==> config.mk <==
export PLATFORM = sky130hd
export DESIGN_NAME = shift_rotate_unit_flat
export DESIGN_NICKNAME = d
export VERILOG_FILES = /design/src/rtl/shift_rotate_unit_pkg.sv /design/src/rtl/shift_rotate_unit_if.sv /design/src/rtl/shift_rotate_unit_shift_step.sv /design/src/rtl/shift_rotate_unit.sv /design/src/flat_wrapper.sv
export SDC_FILE = /design/constraint.sdc
export NUM_CORES = 1
export LEC_CHECK = 0
export ABC_AREA = 1
export ABC_CLOCK_PERIOD_IN_PS = 1800
export BUFFER_PORTS_ARGS = -buffer_cell sky130_fd_sc_hd__buf_2
export CELL_PAD_IN_SITES_DETAIL_PLACEMENT = 0
export CELL_PAD_IN_SITES_GLOBAL_PLACEMENT = 1
export CORE_MARGIN = 2
export CORE_UTILIZATION = 34
export DETAILED_ROUTE_END_ITERATION = 16
export MAX_ROUTING_LAYER = met4
export PLACE_DENSITY = 0.87
export SKIP_CTS_REPAIR_TIMING = 1
export SLEW_MARGIN = 15
export SYNTH_ARGS = -nofsm -noshare
export SYNTH_HDL_FRONTEND = slang
export SYNTH_SLANG_ARGS = --single-unit
==> constraint.sdc <==
create_clock -name clock -period 1.8 [get_ports clock]
set_input_delay 0.09 -clock clock [delete_from_list [all_inputs] [get_ports clock]]
set_output_delay 0.09 -clock clock [all_outputs]
set_load 0.005 [all_outputs]
==> src/rtl/shift_rotate_unit_pkg.sv <==
// -----------------------------------------------------------------------------
// shift_rotate_unit_pkg
//   Shared definitions for the multi-cycle shift/rotate unit: operation codes,
//   FSM state encodings and a helper that classifies an op code as legal.
//   Imported by the unit, its shift step, and anything that drives or checks it.
// -----------------------------------------------------------------------------
package shift_rotate_unit_pkg;

   typedef enum logic [2:0] {
      OP_SHR  = 3'd0,
      OP_SHRA = 3'd1,
      OP_SHL  = 3'd2,
      OP_ROR  = 3'd3,
      OP_ROL  = 3'd4
   } op_e;

   typedef enum logic [1:0] {
      ST_IDLE  = 2'd0,
      ST_SHIFT = 2'd1,
      ST_DONE  = 2'd2
   } state_e;

   // Codes 5..7 are reserved and reported through the illegal flag.
   function automatic logic op_is_legal(input logic [2:0] op);
      return (op <= 3'd4);
   endfunction

endpackage

==> src/rtl/shift_rotate_unit_if.sv <==
// -----------------------------------------------------------------------------
// shift_rotate_unit_if
//   Request/response bundle between the control sequencer (master) and the
//   shift/rotate unit (slave).
//   Handshake: the master raises start with op/operand/amount; the request is
//   taken on the first rising edge where the unit is idle (busy=0). While busy=1
//   start is ignored. done pulses for one cycle with result/illegal valid; result
//   is then held until the next request is taken.
//   Signals: start, op[2:0], operand[W], amount[W]  (master -> slave)
//            result[W], busy, done, illegal          (slave -> master)
// -----------------------------------------------------------------------------
interface shift_rotate_unit_if #(
   parameter int WIDTH = 32
);
   logic             start;
   logic [2:0]       op;
   logic [WIDTH-1:0] operand;
   logic [WIDTH-1:0] amount;
   logic [WIDTH-1:0] result;
   logic             busy;
   logic             done;
   logic             illegal;

   modport master (
      output start, op, operand, amount,
      input  result, busy, done, illegal
   );

   modport slave (
      input  start, op, operand, amount,
      output result, busy, done, illegal
   );
endinterface

==> src/rtl/shift_rotate_unit_shift_step.sv <==
// -----------------------------------------------------------------------------
// shift_step
//   Combinational single step of the shift/rotate unit: moves value_i by k_i
//   positions (0..STEP) according to op_i. Unknown ops pass the value through.
//   Ports: value_i[WIDTH], op_i[3], k_i[KW] in; value_o[WIDTH] out.
// -----------------------------------------------------------------------------
module shift_step
   import shift_rotate_unit_pkg::*;
#(
   parameter int WIDTH = 32,
   parameter int STEP  = 1,
   parameter int KW    = $clog2(STEP + 1)
) (
   input  logic [WIDTH-1:0] value_i,
   input  logic [2:0]       op_i,
   input  logic [KW-1:0]    k_i,
   output logic [WIDTH-1:0] value_o
);

   logic [2*WIDTH-1:0] dbl;
   logic [2*WIDTH-1:0] rot;

   always_comb begin
      // Rotations are taken from a doubled copy so no bits are lost.
      dbl     = {value_i, value_i};
      rot     = '0;
      value_o = value_i;
      case (op_i)
         OP_SHR:  value_o = value_i >> k_i;
         OP_SHRA: value_o = $unsigned($signed(value_i) >>> k_i);
         OP_SHL:  value_o = value_i << k_i;
         OP_ROR: begin
            rot     = dbl >> k_i;
            value_o = rot[WIDTH-1:0];
         end
         OP_ROL: begin
            rot     = dbl << k_i;
            value_o = rot[2*WIDTH-1:WIDTH];
         end
         default: value_o = value_i;
      endcase
   end

endmodule

==> src/rtl/shift_rotate_unit.sv <==
// -----------------------------------------------------------------------------
// shift_rotate_unit
//   Multi-cycle SHR/SHRA/SHL/ROR/ROL execution unit. The operand is captured on
//   accept and moved by up to STEP bits per clock until the requested amount
//   (amount mod WIDTH) is consumed; done then pulses for one cycle.
//   Ports: clock, clear (async active-low reset),
//          bus (shift_rotate_unit_if.slave), dbg_state (current FSM state).
// -----------------------------------------------------------------------------
module shift_rotate_unit
   import shift_rotate_unit_pkg::*;
#(
   parameter int WIDTH = 32,
   parameter int STEP  = 1
) (
   input  logic                clock,
   input  logic                clear,
   shift_rotate_unit_if.slave  bus,
   output state_e              dbg_state
);

   localparam int AMT_W = $clog2(WIDTH);
   localparam int KW    = $clog2(STEP + 1);
   localparam logic [AMT_W-1:0] STEP_A = AMT_W'(STEP);

   state_e             state_q, state_d;
   logic [2:0]         op_q, op_d;
   logic [AMT_W-1:0]   rem_q, rem_d;
   logic [WIDTH-1:0]   result_q, result_d;

   logic [AMT_W-1:0]   amt_n;
   logic [AMT_W-1:0]   k_full;
   logic [WIDTH-1:0]   stepped;
   logic               unused_amount_bits;

   // Only the low AMT_W bits of the amount matter (shift is taken mod WIDTH).
   assign amt_n              = bus.amount[AMT_W-1:0];
   assign unused_amount_bits = ^bus.amount[WIDTH-1:AMT_W];

   // The last step may be shorter than STEP.
   assign k_full = (rem_q < STEP_A) ? rem_q : STEP_A;

   shift_step #(
      .WIDTH (WIDTH),
      .STEP  (STEP),
      .KW    (KW)
   ) u_step (
      .value_i (result_q),
      .op_i    (op_q),
      .k_i     (k_full[KW-1:0]),
      .value_o (stepped)
   );

   // State register
   always_ff @(posedge clock or negedge clear) begin
      if (!clear) begin
         state_q <= ST_IDLE;
      end else begin
         state_q <= state_d;
      end
   end

   // Datapath registers
   always_ff @(posedge clock or negedge clear) begin
      if (!clear) begin
         op_q     <= 3'd0;
         rem_q    <= '0;
         result_q <= '0;
      end else begin
         op_q     <= op_d;
         rem_q    <= rem_d;
         result_q <= result_d;
      end
   end

   // Next-state logic
   always_comb begin
      state_d = state_q;
      case (state_q)
         ST_IDLE: begin
            if (bus.start) begin
               if (!op_is_legal(bus.op) || (amt_n == '0)) begin
                  state_d = ST_DONE;
               end else begin
                  state_d = ST_SHIFT;
               end
            end
         end
         ST_SHIFT: begin
            // This edge consumes the final chunk of the amount.
            if (rem_q <= STEP_A) begin
               state_d = ST_DONE;
            end
         end
         ST_DONE:  state_d = ST_IDLE;
         default:  state_d = ST_IDLE;
      endcase
   end

   // Datapath next values
   always_comb begin
      op_d     = op_q;
      rem_d    = rem_q;
      result_d = result_q;
      case (state_q)
         ST_IDLE: begin
            if (bus.start) begin
               op_d     = bus.op;
               result_d = bus.operand;
               rem_d    = op_is_legal(bus.op) ? amt_n : '0;
            end
         end
         ST_SHIFT: begin
            result_d = stepped;
            rem_d    = rem_q - k_full;
         end
         default: ;
      endcase
   end

   // Outputs
   always_comb begin
      bus.busy    = (state_q != ST_IDLE);
      bus.done    = (state_q == ST_DONE);
      bus.illegal = (state_q == ST_DONE) && !op_is_legal(op_q);
      bus.result  = result_q;
      dbg_state   = state_q;
   end

endmodule

==> src/flat_wrapper.sv <==
// flat-port wrapper written by rule: the top's interface ports become plain ports
module shift_rotate_unit_flat import shift_rotate_unit_pkg::*;
#(
   parameter int WIDTH = 32,
   parameter int STEP  = 1
)
  (clock, clear, dbg_state, bus_start, bus_op, bus_operand, bus_amount, bus_result, bus_busy, bus_done, bus_illegal);
  shift_rotate_unit_if #(.WIDTH(WIDTH)) bus_i ();
  input  logic clock;
  input  logic clear;
  output state_e dbg_state;
  input wire logic [$bits(bus_i.start)-1:0] bus_start;
  input wire logic [$bits(bus_i.op)-1:0] bus_op;
  input wire logic [$bits(bus_i.operand)-1:0] bus_operand;
  input wire logic [$bits(bus_i.amount)-1:0] bus_amount;
  output wire logic [$bits(bus_i.result)-1:0] bus_result;
  output wire logic [$bits(bus_i.busy)-1:0] bus_busy;
  output wire logic [$bits(bus_i.done)-1:0] bus_done;
  output wire logic [$bits(bus_i.illegal)-1:0] bus_illegal;
  assign bus_i.start = bus_start;
  assign bus_i.op = bus_op;
  assign bus_i.operand = bus_operand;
  assign bus_i.amount = bus_amount;
  assign bus_result = bus_i.result;
  assign bus_busy = bus_i.busy;
  assign bus_done = bus_i.done;
  assign bus_illegal = bus_i.illegal;
  shift_rotate_unit #(.WIDTH(WIDTH), .STEP(STEP)) u_core (.clock(clock), .clear(clear), .bus(bus_i), .dbg_state(dbg_state));
endmodule
==> summary by stage, run 1 <==
Status
The run finished with clean final reports.

Synthesis
The post-synth net total is about 550. The sequential element share of the synthesized area is 0.3473. Dividing the synthesized area by the synthesized cell count gives 6.359 um2. Synthesis produced 476 cells.

The number of unique standard cell types used by synthesis is 32. The flip-flop and latch count after synthesis is 42. dfrtp_1 takes more of the synthesized area than any other cell. Of the post-synthesis cell area, the dominant cell type holds 0.3473. For this run, the leading register cell type out of synthesis is dfrtp_1. Of all flip-flops after synthesis, the portion carrying an async set or reset was 1.000.

Yosys attributes the largest share of cell area to dfrtp_1, nand2_1, a21oi_1. Counting flops with a built-in enable in the synthesized netlist gives 0. The Yosys step of the flow raised 0 warnings.

In this run the cell area of the synthesized design comes to about 3000 um2.

Floorplan
In this run the standard cell core region covers 8678 um2. The cell row count is 34. The width of the chip is 98.35 um. The overall die area is 9673 um2. The die height is 98.35 um.

between 100 and 150 I/O pins were placed. The initial core utilization is 0.3488.

Routing
The sum of routed wire length over all layers is 8508 um. Using the TritonRoute via totals, the vias-per-cell ratio works out to 4.887. Summing over every cut layer, the via total after detailed routing is 3,250.

The count of unresolved DRC violations after routing is 0. The number of optimization iterations in the first detailed-route pass is 4. Once detail routing completed, the nets flagged for antenna violations numbered 0.

In this run, the number of DRC markers left after iteration 0 of detailed routing was 168. In the final routed layout, each cell accounts on average for 12.79 um.

Global route
In the global route stage, met2 resource usage came out at 0.2852. The busiest layer in global routing is met2. The number of global-route vias before repair is ~3,100.

The number of antenna violations at the first check in global routing is 0. For this run, the total global-route usage over all layers was measured as 0.1819. The aggregate global routing overflow is 0. The wire length of the first global-routing pass is 14,250 um. The met3 usage is 0.02004. The pin count of the biggest net entering global routing is 43.

The met1 global-route usage is 0.2445.

Critical path
Broken down by cell family, the worst path's largest delay share belongs to simple AND/OR/NAND/NOR gates. The critical path capture point type is a flip-flop. For this run, the slowest stage of the critical path takes 360 ps. The critical path arrival is 1860 ps.

STA puts the critical path data required time at 2030 ps. The critical setup path kind is flip-flop to flip-flop. The signal on the critical path passes through clkinv_1 -> nand2_2 -> buf_4 -> nor2_4 -> nor2_2 -> nor2_1 -> a21oi_1.

The critical path contains buffers and inverters numbering 2 combined. Along the worst path, the maximum fanout reaches 26. For this design, the slowest cell found on the critical path is dfrtp_1. STA classifies the critical path startpoint as a flip-flop.

STA
The slew of the pin with the lowest slew margin is about 580 ps. Of the available clock period, the critical path in the final layout requires 0.9085. The total count of hold-check failures in the final report is 0. Adding up every negative setup slack in the final design gives 0 ps. The clock period minus worst slack is 1635 ps. Setup violations remaining at the end of the flow were counted as 0. Setup repair after global routing left no endpoint under its margin. Headroom to the max-slew limit came out at 0.6162. The count of pins over their slew limit is 0. Derived from the worst setup path, the maximum achievable clock frequency is 0.6115 GHz. The clock arrives with about 8.5 ps of skew.

Power and ir drop
Summed over all cells, the static leakage comes to 2.032 nW. The switching power as a share of total power is 0.5152. The internal cell power is 3.855 mW. Overall power consumption after layout is estimated at around 8 mW. The clock network fraction of design power is 0.096.

The power share of the combinational group is 0.660. Summed over all nets, the switching power comes to 4.097 mW. The largest vdd supply drop is 0.0007389 V.

The power density normalized to cell area is 2174 nW/um2. The register share of total power is 0.244.

Place
The final weighted congestion in routability-driven placement is approximately 0.87. Summed over all nets, the half-perimeter wirelength after detailed placement is 6049 um. During placement, the flow inserted port buffers numbering between 70 and 80.

Including well taps, the total number of placed cells is 656.

Final layout
The final net count is 627. The combined area of the multi-input logic cells is 1623 um2. The relative area change from synthesis to final layout is 20.88%. The sequential cell area is between 1000 and 1500 um2. The non-filler instance count after layout is 665.

The ratio of cells with drive above 1 in the final layout is 0.2154. The total inserted antenna cells is 0. The number of fill cells is 982.

Clocking
TritonCTS built the clock tree. The worst-skew pair later-pin latency is 300 ps. The longest clock path from root to sink contains 2 buffers. The root buffer cell is clkbuf_8. The clock slew at the register clock pins of the worst setup and hold paths is 90 ps. The H-tree was split into 2 levels.

The number of clock sinks is 42. The total clock buffers created by CTS is 5.

Worst hold path
The min-delay analysis places its worst path in the category input pin to flip-flop.

Job
The number of max-cap violations is 0.
cell families (layout without fill, tap and decap cells):
| family | after synthesis | count (layout) | synth area share |
|---|---|---|---|
| compound gates | 91 | 91 | 0.1600 |
| xor+xnor | 1 | 1 | 0.002894 |
| fa+ha+maj | 1 | 1 | 0.004133 |
| buf+inv | 75 | 156 | 0.1207 |
| flops | 42 | 42 | 0.3473 |
| simple gates | 266 | 266 | 0.3650 |
registers in the layout, indices dropped and copies added, names as in the netlist:
name	flops
u_core.bus.result	32
u_core.dbg_state	2
u_core.op_q	3
u_core.rem_q	5
power by group through the flow:
stage                     logic, mW  clock network (mW)  registers, mW
final                          5.25               0.762           1.94
after global routing           6.02               0.819           2.01
after CTS                      5.24               0.784           1.93
after detailed placement       5.21                   0           1.94
after global placement         5.13                   0           1.92
after floorplan                3.88                   0           1.86
cells in the mapped netlist, types with 3 or more instances:
library cell    n
a21oi_1        64
buf_2          11
buf_4           6
buf_6           6
dfrtp_1        42
inv_1          46
nand2_1       173
nand3_1        35
nand4_1         3
nor2_1         40
nor2_2          6
nor3_1          3
o21ai_0        13
o21ai_1         6
layout by cell type, fill, tap and decap left out, types with 3 or more instances in the layout:
| cell type | n |
|---|---|
| a21oi_1 | 64 |
| buf_2 | 79 |
| buf_4 | 17 |
| clkbuf_8 | 5 |
| dfrtp_1 | 42 |
| inv_1 | 46 |
| nand2_1 | 173 |
| nand3_1 | 35 |
| nand4_1 | 3 |
| nor2_1 | 39 |
| nor2_2 | 6 |
| nor3_1 | 3 |
| o21ai_0 | 13 |
| o21ai_1 | 6 |
cell type report:
class / instances / area share
clock buffer: 7 / 0.02086
clock inverter: 1 / 0.008208
inverter: 50 / 0.05198
multi-input combinational: 359 / 0.4436
sequential: 42 / 0.2873
tap: 108 / 0.03694
timing repair buffer: 98 / 0.1512
metrics by stage:
| stage | area [um2] | setup slack (ps) | util | hold slack (ps) |
|---|---|---|---|---|
| floorplan | 3027 | 355.5 | - | -205.6 |
| global placement | 3530 | 206.4 | 0.4067 | 208.9 |
| detailed placement | 3530 | 144.0 | 0.4067 | 217.0 |
| CTS | 3636 | 136.5 | 0.4190 | -108.2 |
| global route | 3659 | 21.73 | 0.4216 | 73.96 |
| finish | 3659 | 164.8 | 0.4216 | 62.16 |
routing by layer:
| layer | share of wire | wire, um | vias to the layer above |
|---|---|---|---|
| li1 | - | - | 1663 |
| met1 | 0.48 | 4063 | 1504 |
| met2 | 0.47 | 3988 | 75 |
| met3 | 0.036 | 308 | 8 |
| met4 | 0.017 | 147 | 0 |
| met5 | 0 | 0 | - |
worst register-to-register path, stage by stage, from the launching register on:
cell	delay (ps)
dfrtp_1	360
clkinv_1	160
nand2_2	180
buf_4	330
nor2_4	120
nor2_2	250
nor2_1	70
a21oi_1	110
final timing paths:
path                                            start                     to  slack (ps)  depth (start not counted)
worst max-delay path              u_core.dbg_state[1]  u_core.bus.result[21]         160                          7
worst min-delay path                   bus_operand[9]   u_core.bus.result[9]          60                          3
worst max register to register    u_core.dbg_state[1]  u_core.bus.result[21]         160                          7
worst min register to register  u_core.bus.result[29]  u_core.bus.result[29]         550                          2
max in group asynchronous                       clear   u_core.bus.result[0]         990                          3
min in group asynchronous                       clear        u_core.rem_q[3]         410                          3
Note: power is estimated with default switching activity, not from simulation.
==> run 2: changes to the inputs <==
--- a/config.mk
+++ b/config.mk
@@ -6,12 +6,13 @@
 export NUM_CORES = 1
 export LEC_CHECK = 0
 export ABC_AREA = 1
-export ABC_CLOCK_PERIOD_IN_PS = 1800
+export ABC_CLOCK_PERIOD_IN_PS = 1530
 export BUFFER_PORTS_ARGS = -buffer_cell sky130_fd_sc_hd__buf_2
 export CELL_PAD_IN_SITES_DETAIL_PLACEMENT = 0
 export CELL_PAD_IN_SITES_GLOBAL_PLACEMENT = 1
 export CORE_MARGIN = 2
 export CORE_UTILIZATION = 34
+export CTS_CLUSTER_DIAMETER = 100
 export DETAILED_ROUTE_END_ITERATION = 16
 export MAX_ROUTING_LAYER = met4
 export PLACE_DENSITY = 0.87
==> constraint.sdc (replaced) <==
create_clock -name clock -period 1.53 [get_ports clock]
set_input_delay 0.0765 -clock clock [delete_from_list [all_inputs] [get_ports clock]]
set_output_delay 0.0765 -clock clock [all_outputs]
set_load 0.005 [all_outputs]
==> run 2 against run 1 <==
  * Via count up 2.5%
  * Critical path depth up 1
  * Register-to-register slack worse by 120 ps
  * Worst hold slack worse by 32 ps
  * Core utilization up 3.0 points
  * Maximum frequency up 10%
  * Sequential share of layout area down 1.8 points
  * Die area unchanged
  * Critical path type unchanged
  * Critical endpoint is now u_core.bus.result[26]
==> summary by stage, run 2 (synthesized netlist as in run 1, its figures left out) <==
Global route
The wire length of the first global-routing pass is 14,500 um (+1.7%). The number of antenna violations at the first check in global routing was 0 (unchanged). The number of global-route vias before repair is 3,097 (+0.65%).

The aggregate global routing overflow is 0 (unchanged). The all-layer global routing usage is 0.1844 (+0.002589). The pin count of the biggest net entering global routing is 39 (-9.3%).

Critical path
The critical path arrival was 1730 ps (-130 ps). The startpoint type of the worst setup path is a flip-flop. The top fanout value on the critical path came to 17 (-35%). In this run the worst setup path terminates at u_core.bus.result[26]. The highest cell delay on the worst timing path is 390 ps (+30 ps). The start point of the critical path is u_core.rem_q[2]. The required time of the critical path is 1770 ps (-260 ps).

The critical register-to-register path endpoint is u_core.bus.result[26]. The slowest stage of the critical path is the dfrtp_1 cell. The critical path capture point type is a flip-flop.

The setup slack on the worst flop-to-flop path is 40 ps (-120 ps). The signal on the critical path passes through nor2_2 -> buf_6 -> nand3_4 -> buf_12 -> nor2_4 -> buf_4 -> o21ai_0 -> nand2_1. The number of cells traversed by the worst register-to-register path is 8 (+1).

The origin of the critical flop-to-flop path is u_core.rem_q[2]. The setup path with the least slack is of type flip-flop to flip-flop.

STA
Setup repair after global routing could not meet its margin everywhere. The maximum frequency from static timing analysis is 0.6732 GHz (+10%). The slew of the pin with the lowest slew margin is 628.9 ps (+53.22 ps). The clock period minus worst slack is 1485 ps (-149.8 ps).

The final setup TNS is 0 ps (unchanged). The period utilization is 0.9708 (+0.06238). The total count of hold-check failures in the final report is 0 (unchanged). The count of pins over their slew limit is 0 (unchanged). The normalized max-slew margin is 0.5808 (-0.03548). The final-report setup violation count is 0 (unchanged). The final setup skew is 12.17 ps (+3.700 ps).

Power and ir drop
The total power of the final layout is 10.16 mW (+28%). The register share of total power came to 0.226 (-0.018). The power density normalized to cell area was 2591 nW/um2 (+19%). The clock network fraction of design power is 0.091 (-0.005). The largest vdd supply drop is 0.0007607 V (+3.0%). The switching power is 5.090 mW (+24%). The power share of the combinational group was 0.683 (+0.023). The internal cell power was 5.072 mW (+32%). The switching power as a share of total power came to 0.5009 (-0.01426). The leakage power figure is 2.119 nW (+4.3%).

Clocking
The worst-skew pair later-pin latency is 300 ps (about the same). The clock slew at the register clock pins of the worst setup and hold paths is 90 ps (about the same). The total clock buffers created by CTS was 5 (unchanged). The H-tree depth reported by CTS is 2 (unchanged). The cell sitting at the root of the clock tree is a clkbuf_8. The buffer depth of the longest clock path is 2 (unchanged). The clock tree from TritonCTS is yes. The number of clock sinks came to 42 (unchanged).

Final layout
The total inserted antenna cells is 0 (unchanged). The relative area change from synthesis to final layout is 29.60%. The final design area excluding fillers was 3923 um2 (+7.2%). The ratio of cells with drive above 1 in the final layout is 0.2804 (+0.06498). The core occupancy in the finished layout was 0.4520 (+0.03042).

The number of fill cells was 926 (-5.7%). In the layout the commonest cells are nand2_1, buf_2, a21oi_1. Leaving out fill and tap cells, the most frequent cell in the layout is nand2_1. The combined area of the multi-input logic cells was 1727 um2 (+6.4%). The flip-flop count of the largest register after layout came to 32 (unchanged). The final net count is 638 (+1.8%). The sequential cell area is 1055 um2 (+0.36%).

Place
The HPWL after detailed placement was 6374 um (+5.4%). The post-placement cell area is 3622 um2 (+2.6%). The final weighted congestion in routability-driven placement came to 0.8820 (+1.3%).

The quantity of I/O buffers inserted on ports is 79 (unchanged).

Job
The number of max-cap violations is 0 (unchanged).

Floorplan
The width of the chip is 98.35 um (unchanged). The core box area is 8678 um2 (unchanged). The initial core utilization is 0.3488 (unchanged). The die height was 98.35 um (unchanged). The overall die area is 9673 um2 (unchanged). The cell row count is 34 (unchanged). The number of top-level pins is 107 (unchanged).

Routing
The average routed wire per standard cell was 12.80 um (about the same). The detail-routed via count per cell is 4.933 (+0.94%). The count of antenna-violating nets left after detailed routing is 0 (unchanged). The routed via count is 3,330 (+2.5%). The DRC violation total after the first TritonRoute iteration is 170 (+1.2%).

The count of unresolved DRC violations after routing was 0 (unchanged). The number of optimization iterations in the first detailed-route pass is 4 (unchanged). The sum of routed wire length over all layers came to 8638 um (+1.5%).

Status
The run finished with clean final reports.

Worst hold path
The min-delay analysis places its worst path in the category input pin to flip-flop.
[run 2: cell types whose count changed in the layout (fill, tap and decap cells not counted), moves of 4 or more]
cell | before | now
a21oi_1 | 64 | 51
a21oi_2 | 0 | 13
buf_6 | 0 | 6
nand2_1 | 173 | 169
nand2_2 | 1 | 5
[run 2: final cells by class]
| cell class | instances | area share |
|---|---|---|
| multi-input combinational | 359 | 0.4402 |
| clock buffer | 6 | 0.02105 |
| timing repair buffer | 109 | 0.1793 |
| inverter | 50 | 0.04848 |
| tap | 108 | 0.03445 |
| sequential | 42 | 0.2689 |
| clock inverter | 1 | 0.007656 |
[run 2: worst min path at each step]
stage                       start               endpoint  depth (start not counted)
floorplan                   clear   u_core.bus.result[0]                          0
global placement            clear  u_core.bus.result[27]                          1
finish              bus_amount[0]        u_core.rem_q[0]                          3
global route        bus_amount[0]        u_core.rem_q[0]                          3
detailed placement          clear  u_core.bus.result[27]                          1
CTS                         clear  u_core.bus.result[21]                          1
[run 2: metal layers]
layer  routed length, um  part of all wire  up-vias  global-route usage
met5                   0                 0        -                   -
met4                  88             0.010        0             0.04110
met3                 423             0.049        6             0.01718
met2                4141              0.48       89              0.2977
met1                3984              0.46     1541              0.2529
li1                    -                 -     1694                   -
[run 2: worst max-delay path, delay by kind of cell, from the launching register on]
kind            cells  cell delay (ps)
flops               1              390
compound gates      1               80
simple gates        4              460
buf+inv             3              480
[run 2: metrics by stage]
stage                     worst slack [ps]  hold slack (ps)  cells
final                                44.61            30.22    675
after global placement               36.04            115.8    665
after global routing                -52.10            41.93    675
after floorplan                      85.47           -219.1    476
after CTS                           -29.35           -203.6    672
after detailed placement            -8.906            129.4    665
[run 2: power by group through the flow]
stage | clock network, mW | registers [mW] | logic [mW]
2_1_floorplan | 0 | 2.19 | 4.56
3_3_place_gp | 0 | 2.25 | 6.33
3_5_place_dp | 0 | 2.26 | 6.44
4_1_cts | 0.956 | 2.25 | 6.47
5_1_grt | 0.994 | 2.37 | 7.91
6_report | 0.927 | 2.30 | 6.94
